File: src/rtl/hazard_ctrl.sv
// Hazard controller for the five-stage SCCPU: operand forwarding, load-use and MDU stalls,
// IF flush on taken control transfers, and busy tracking for the shared multi-cycle MDU.
module hazard_ctrl #(
    // Busy cycles after each MDU start; must lie in 1..255 to fit the 8-bit counter.
    parameter int unsigned MDU_LATENCY = 8
) (
    input  logic        Clock,
    input  logic        Reset,
    input  logic [4:0]  id_rs,
    input  logic [4:0]  id_rt,
    input  logic        id_use_rs,
    input  logic        id_use_rt,
    input  logic [4:0]  id_rd,
    input  logic        id_wreg,
    input  logic        id_m2reg,
    input  logic        id_mdu,
    input  logic        id_mfhilo,
    input  logic        id_jump,
    output logic        stall,
    output logic        flush_if,
    output logic [1:0]  FwdA,
    output logic [1:0]  FwdB,
    output logic        mdu_start,
    output logic        mdu_busy,
    output logic [15:0] stall_count
);

    typedef enum logic [1:0] {
        FWD_RF       = 2'b00,
        FWD_EXE_ALU  = 2'b01,
        FWD_MEM_ALU  = 2'b10,
        FWD_MEM_LOAD = 2'b11
    } fwd_sel_e;

    // Destination record of an in-flight instruction; all-zero is a bubble.
    typedef struct packed {
        logic       wreg;
        logic       m2reg;
        logic [4:0] rd;
    } dst_t;

    localparam logic [7:0] MDU_CNT_LOAD = 8'(MDU_LATENCY);

    dst_t       id_dst;
    dst_t       ex_q;
    dst_t       mem_q;
    logic [7:0] mdu_cnt;
    logic       load_stall;
    logic       mdu_stall;
    logic       stall_raw;

    // EXE wins over MEM; a load still in EXE has no data yet, so it falls through to MEM.
    function automatic fwd_sel_e fwd_select(
        input logic       use_src,
        input logic [4:0] src,
        input dst_t       ex,
        input dst_t       mem
    );
        fwd_sel_e sel;
        sel = FWD_RF;
        if (use_src) begin
            if (ex.wreg && !ex.m2reg && ex.rd != 5'd0 && ex.rd == src) begin
                sel = FWD_EXE_ALU;
            end else if (mem.wreg && mem.rd != 5'd0 && mem.rd == src) begin
                sel = mem.m2reg ? FWD_MEM_LOAD : FWD_MEM_ALU;
            end
        end
        return sel;
    endfunction

    assign id_dst = '{wreg: id_wreg, m2reg: id_m2reg, rd: id_rd};

    assign load_stall = ex_q.wreg && ex_q.m2reg && (ex_q.rd != 5'd0) &&
                        ((id_use_rs && ex_q.rd == id_rs) || (id_use_rt && ex_q.rd == id_rt));
    assign mdu_stall  = mdu_busy && (id_mdu || id_mfhilo);
    assign stall_raw  = load_stall || mdu_stall;
    assign mdu_busy   = (mdu_cnt != 8'd0);

    always_comb begin
        // NOTE: every output gets a default before any branch so no path can infer a latch.
        stall     = 1'b0;
        flush_if  = 1'b0;
        mdu_start = 1'b0;
        FwdA      = FWD_RF;
        FwdB      = FWD_RF;
        if (!Reset) begin
            stall     = stall_raw;
            flush_if  = id_jump && !stall_raw;
            mdu_start = id_mdu && !stall_raw;
            FwdA      = fwd_select(id_use_rs, id_rs, ex_q, mem_q);
            FwdB      = fwd_select(id_use_rt, id_rt, ex_q, mem_q);
        end
    end

    always_ff @(posedge Clock) begin
        // NOTE: non-blocking assignments so each register samples pre-edge values of the others.
        if (Reset) begin
            ex_q        <= '0;
            mem_q       <= '0;
            mdu_cnt     <= '0;
            stall_count <= '0;
        end else begin
            mem_q <= ex_q;
            ex_q  <= stall ? dst_t'('0) : id_dst;

            if (mdu_start) begin
                mdu_cnt <= MDU_CNT_LOAD;
            end else if (mdu_cnt != 8'd0) begin
                mdu_cnt <= mdu_cnt - 8'd1;
            end

            if (stall && stall_count != 16'hFFFF) begin
                stall_count <= stall_count + 16'd1;
            end
        end
    end

    a_start_sets_busy: assert property (@(posedge Clock) disable iff (Reset)
        mdu_start |=> mdu_busy);
    a_stall_blocks_issue: assert property (@(posedge Clock) disable iff (Reset)
        stall |-> (!mdu_start && !flush_if));

endmodule

File: config.mk
export PLATFORM = sky130hd
export DESIGN_NAME = hazard_ctrl
export DESIGN_NICKNAME = d
export VERILOG_FILES = /design/src/rtl/hazard_ctrl.sv
export SDC_FILE = /design/constraint.sdc
export NUM_CORES = 1
export LEC_CHECK = 0
export CORE_MARGIN = 5
export CORE_UTILIZATION = 36
export CTS_CLUSTER_DIAMETER = 100
export CTS_CLUSTER_SIZE = 14
export DETAILED_ROUTE_END_ITERATION = 7
export PLACE_DENSITY = 0.65
export SYNTH_ARGS = -nofsm -noshare
export SYNTH_HDL_FRONTEND = slang
export SYNTH_SLANG_ARGS = --single-unit
File: constraint.sdc
create_clock -name Clock -period 2.4 [get_ports Clock]
set_input_delay 0.24 -clock Clock [delete_from_list [all_inputs] [get_ports Clock]]
set_output_delay 0.24 -clock Clock [all_outputs]
set_load 0.02 [all_outputs]
## Word-level counts from Yosys, hierarchy flattened

Cells that the tools add are included.

- Register bits after elaboration: 38
- Output and inout port bits: 24

- Add/subtract/negate cells: 2
- Eq/ne operators: 5
- Multiplexer cells: 14
- Reductions and logical operators: 27

Operator list:

| cell | count |
|---|---|
| 5-bit equality test | 4 |
| 16-bit by 1-bit adder with 16-bit output (second input constant) | 1 |
| 1-bit logical AND | 16 |
| 2-bit 2-to-1 mux | 8 |
| 16-bit inequality test (second input constant) | 1 |
| 5-bit nonzero test | 2 |
| 4-bit 2-to-1 mux | 2 |
| 8-bit nonzero test | 1 |
| 8-bit by 1-bit subtractor with 8-bit output (second input constant) | 1 |
| 1-bit 2-to-1 mux | 4 |
| 2-bit OR reduction | 2 |
| 1-bit logical OR | 3 |
| 1-bit logical NOT | 2 |
| 2-bit nonzero test | 1 |

## Logic depth before layout (Yosys ltp)

- Word-level depth: 9
- Mapped depth: 8
- Depth with buffers taken out: 7

## Worst setup path after synthesis

OpenSTA, ideal clock, no wires.

- Path kind: register to output
- Start point: reg ex_q[1] (netlist name)
- End point: out flush_if
- Data arrival time: 1.699 ns
- Data required time: 2.160 ns
- Path slack: 0.461 ns
- Cell stages (with the launch flop): 5
- Buffers on the path: 0
- Path through: dfxtp_1 -> or4_4 -> o211a_4 -> a211oi_4 -> and2_1

- Word-level cells in the longest chain between the ends: 8

Ends and longest elaborated chain:

| item | RTL line | RTL |
|---|---|---|
| from (decl) | 45 | `dst_t ex_q;` |
| from (signal assigned) | 104 | `ex_q <= stall ? dst_t'('0) : id_dst;` |
| 5-bit equality test | 74 | `((id_use_rs && ex_q.rd == id_rs) \|\| (id_use_rt && ex_q.rd == id_rt));` |
| 1-bit logical AND | 74 |  |
| 1-bit logical OR | 74 |  |
| 1-bit logical AND * | 73 | `assign load_stall = ex_q.wreg && ex_q.m2reg && (ex_q.rd != 5'd0) &&` |
| 1-bit logical OR * | 76 | `assign stall_raw = load_stall \|\| mdu_stall;` |
| 1-bit logical NOT * | 88 | `flush_if = id_jump && !stall_raw;` |
| 1-bit logical AND * | 88 |  |
| 1-bit 2-to-1 mux * | 86 | `if (!Reset) begin` |
| to (decl) | 20 | `output logic flush_if,` |

Mark *: on every way between the ends. The rest lies on a longest branch, timed or not.

## Final worst setup path

- Start point: reg ex_q[3] (netlist name)
- End point: out mdu_start

- Word-level cells in the longest chain between the ends: 8

Ends and longest elaborated chain:

| item | RTL line | RTL |
|---|---|---|
| 5-bit equality test | 74 |  |
| 1-bit logical AND | 74 |  |
| 1-bit logical OR | 74 |  |
| 1-bit logical AND * | 73 |  |
| 1-bit logical OR * | 76 |  |
| 1-bit logical NOT * | 89 | `mdu_start = id_mdu && !stall_raw;` |
| 1-bit logical AND * | 89 |  |
| 1-bit 2-to-1 mux * | 86 |  |
| to (decl) | 23 | `output logic mdu_start,` |

Marked as above.

==> results.tsv <==
stage	metric	value	unit
worst_setup_path	CP startpoint kind	register	
status	status	finished clean	
sta	Final min period	2.29	ns
synthesis	mux cell area share after synthesis	8.19	%
worst_setup_path	RR Startpoint	ex_q[2]$_SDFF_PP0_	
sta	setup TNS	0	ns
worst_setup_path	critical path startpoint	ex_q[3]$_SDFF_PP0_	
cells_and_area	share of cells above drive strength 1	20.9	%
power_and_ir_drop	internal power	1.54	mW
cts	TritonCTS buffer count	5	
detailed_routing	Post-route DRC	0	
synthesis	number of flops mapped to enable cells by yosys	0	
synthesis	Synth Area in Adders	1.62	%
synthesis	sequential share of the synthesized area	32.8	%
synthesis	synthesized area	2320	um2
cells_and_area	Layout Nets	371	
floorplanning	Die H	90.3	um
synthesis	Mapped Nets	297	
worst_setup_path	R2R depth	8	
grt	first-pass GRT wire length	9650	um
synthesis	Avg Cell Area, Syn	8.60	um2
min_path	worst hold start	ex_q[3]$_SDFF_PP0_	
floorplanning	IO Count	48	
sta	Worst-Margin Slew	0.548	ns
cts	H-Tree Depth	2	
floorplanning	initial core utilization	36.8	%
worst_setup_path	Worst EP arrival	2.05	ns
power_and_ir_drop	clock network fraction of total power	23.4	%
synthesis	ys flop type	dfxtp_1	
cts	Clk Latency, worst-skew pair	0.29	ns
detailed_routing	vias	2143	
grt	Total GRT Usage	13.9	%
min_path	Worst Hold Depth	1	
detailed_routing	Detail Route Antenna Nets	0	
detailed_routing	WL per Instance	13.3	um
worst_setup_path	Critical Path Fanout Max	3	
floorplanning	Placeable Area	6310	um2
cts	CTS tree	yes	
floorplanning	floorplan row count	29	
place	Post-Place Cells	414	
place	port bufs	47	
synthesis	flops & latches, synth	38	
sta	Setup violations, final	0	
synthesis	Async SR Flop Fraction	0	%
place	routability-driven placement congestion ratio	0.804	
sta	f_max	437	MHz
power_and_ir_drop	Leak Pwr	1.27	nW
grt	largest net degree at the start of global routing	47	
cts	postcts setup bufs	0	
cells_and_area	Filler Cells Inserted	624	
cells_and_area	most frequent cells in the layout	clkdlybuf4s50_1, dfxtp_1, buf_4	
power_and_ir_drop	NetSw	821	uW
place	DPL Wire Length	4290	um
cts	Clock Tree Buf Depth	2	
cts	clk sinks	38	
cells_and_area	commonest non-fill, non-tap cell in the layout	clkdlybuf4s50_1	
grt	initial antenna violation count	0	
synthesis	Synth Area in Compound Gates	11.7	%
synthesis	Post-Synthesis Cells	270	
min_path	Worst Hold Class	register to register	
detailed_routing	WL final	5620	um
worst_setup_path	Crit. End Element	output port	
flow_run	max cap viols	0	
sta	Slew Viols, Final	0	
floorplanning	Die X	90.3	um
worst_setup_path	crit path kind	register to output port	
detailed_routing	Iter 0 DRT Violations	76	
floorplanning	die area	8160	um2
sta	Final period util	95.5	%
cells_and_area	Area growth syn-to-layout	37.6	%
power_and_ir_drop	Flop pwr share	36.3	%
synthesis	synth warn	0	
cts	root buffer cell	clkbuf_8	
sta	Clock Skews	0.00641	ns
detailed_routing	TritonRoute pass-1 iters	4	
sta	final hold vios	0	
worst_setup_path	Worst Path Required	2.16	ns
sta	RSZ-0062 raised after global routing	false	
grt	grt ovf	0	
power_and_ir_drop	Pwr Density	739	nW/um2
power_and_ir_drop	Sw Ratio	34.7	%
cts	Hold Buf Count CTS	0	
synthesis	main combinational cell family by area after synthesis	simple AND/OR/NAND/NOR gates	
cells_and_area	n_diodes	0	
synthesis	Synth Area in Simple Gates	32.4	%
cells_and_area	Non-Filler Instances	421	
grt	vias in the first global route	2136	
power_and_ir_drop	peak supply drop	0.000458	V
power_and_ir_drop	logic gate share of total power	40.3	%
detailed_routing	vias per cell	5.09	
sta	Rel. slew slack	63.3	%
synthesis	Synth Area in XOR/XNOR	9.43	%
synthesis	post-synthesis cell type count	47	
cts	register clock-pin slew on the reported worst setup and hold paths	0.07	ns
-- Yosys cell counts (all sizes together), types with 2 or more instances --
master  count  area (um2)
nor2       25        93.8
nand3      18        95.1
o31ai       2        15.0
nor4        5        37.5
clkbuf      6        22.5
a21oi       3        15.0
and4        3        26.3
and3        5        31.3
nor2b      24         150
ha          3        37.5
mux2       14         180
o32ai       4        35.0
nand2b      2        12.5
nor3       11        60.1
nor3b       2        15.0
inv         6        22.5
buf         7        46.3
xnor2      11        96.3
nand4      13        81.3
o21ai      14        81.3
a32o        3        30.0
and2       10        62.6
nand2      15        58.8
xor2       14         123
dfxtp      38         761
or4         2        18.8
-- flip-flops by register name, summed over array words and instances, names as in the netlist --
register	cells
ex_q	7
mdu_cnt	8
mem_q	7
stall_count	16
-- cell families (layout without fill, tap and decap cells) --
group	Yosys count	count (layout)
buffers and inverters	19	93
adders and majority gates	3	3
AOI/OAI and AO/OA	34	34
DFF	38	38
xor gates and xnor gates	25	25
muxes	15	15
and+or+nand+nor	136	136
-- area by class of cell --
cell class / instances / area, um2 / area share, %
Clock buffer: 6 / 82.6 / 2.58
Clock inverter: 1 / 30.0 / 0.940
Inverter: 6 / 22.5 / 0.705
Multi-Input combinational cell: 213 / 1500 / 47.1
Sequential cell: 38 / 761 / 23.8
Tap cell: 77 / 96.3 / 3.01
Timing Repair Buffer: 80 / 699 / 21.9
-- routing by layer --
metal | GRT usage (%) | wire length (um)
met4 | 2.23 | 23
met2 | 23.4 | 2630
met1 | 18.1 | 2720
met3 | 4.00 | 240
met5 | 0 | 0
-- worst max-delay path, cell delays in order (launching register included) --
cell and delay, ns:
dfxtp_1 0.35, buf_4 0.13, xor2_1 0.15, nor3_1 0.08
buf_4 0.14, a32o_2 0.27, a211oi_4 0.29, and2_1 0.18
buf_2 0.17
-- worst paths after layout --
check,to,slack [ns]
worst max register to register,stall_count[2]$_SDFFE_PP0P_,0.27
worst max-delay path,mdu_start,0.11
worst min register to register,mem_q[3]$_SDFF_PP0_,0.49
worst min-delay path,mem_q[3]$_SDFF_PP0_,0.49
-- stage by stage --
step,total power [mW],worst slack [ns],util (%),hold WS [ns],cell area (um2)
4_1_cts,2.39,0.00807,50.5,0.491,3190
6_report,2.36,0.109,50.6,0.490,3200
3_5_place_dp,1.82,-0.323,48.6,0.481,3070
3_3_place_gp,1.80,-0.265,48.6,0.482,3070
5_1_grt,2.53,0.00135,50.6,0.500,3200
2_1_floorplan,1.47,0.461,-,0.348,2320
-- power by group through the flow --
stage	Sequential, mW	Combinational [mW]	Clock, mW
floorplan	0.870	0.595	0
global placement	0.864	0.936	0
finish	0.857	0.952	0.554
global route	0.878	1.06	0.594
detailed placement	0.869	0.950	0
CTS	0.856	0.960	0.571
-- timing repair --
item,4_1_cts,5_1_grt
gates cloned,0,0
setup endpoints to repair,7,9
gates resized for setup,17,8
pin swaps,0,1
No activity file was read; power rests on OpenSTA's default activity.
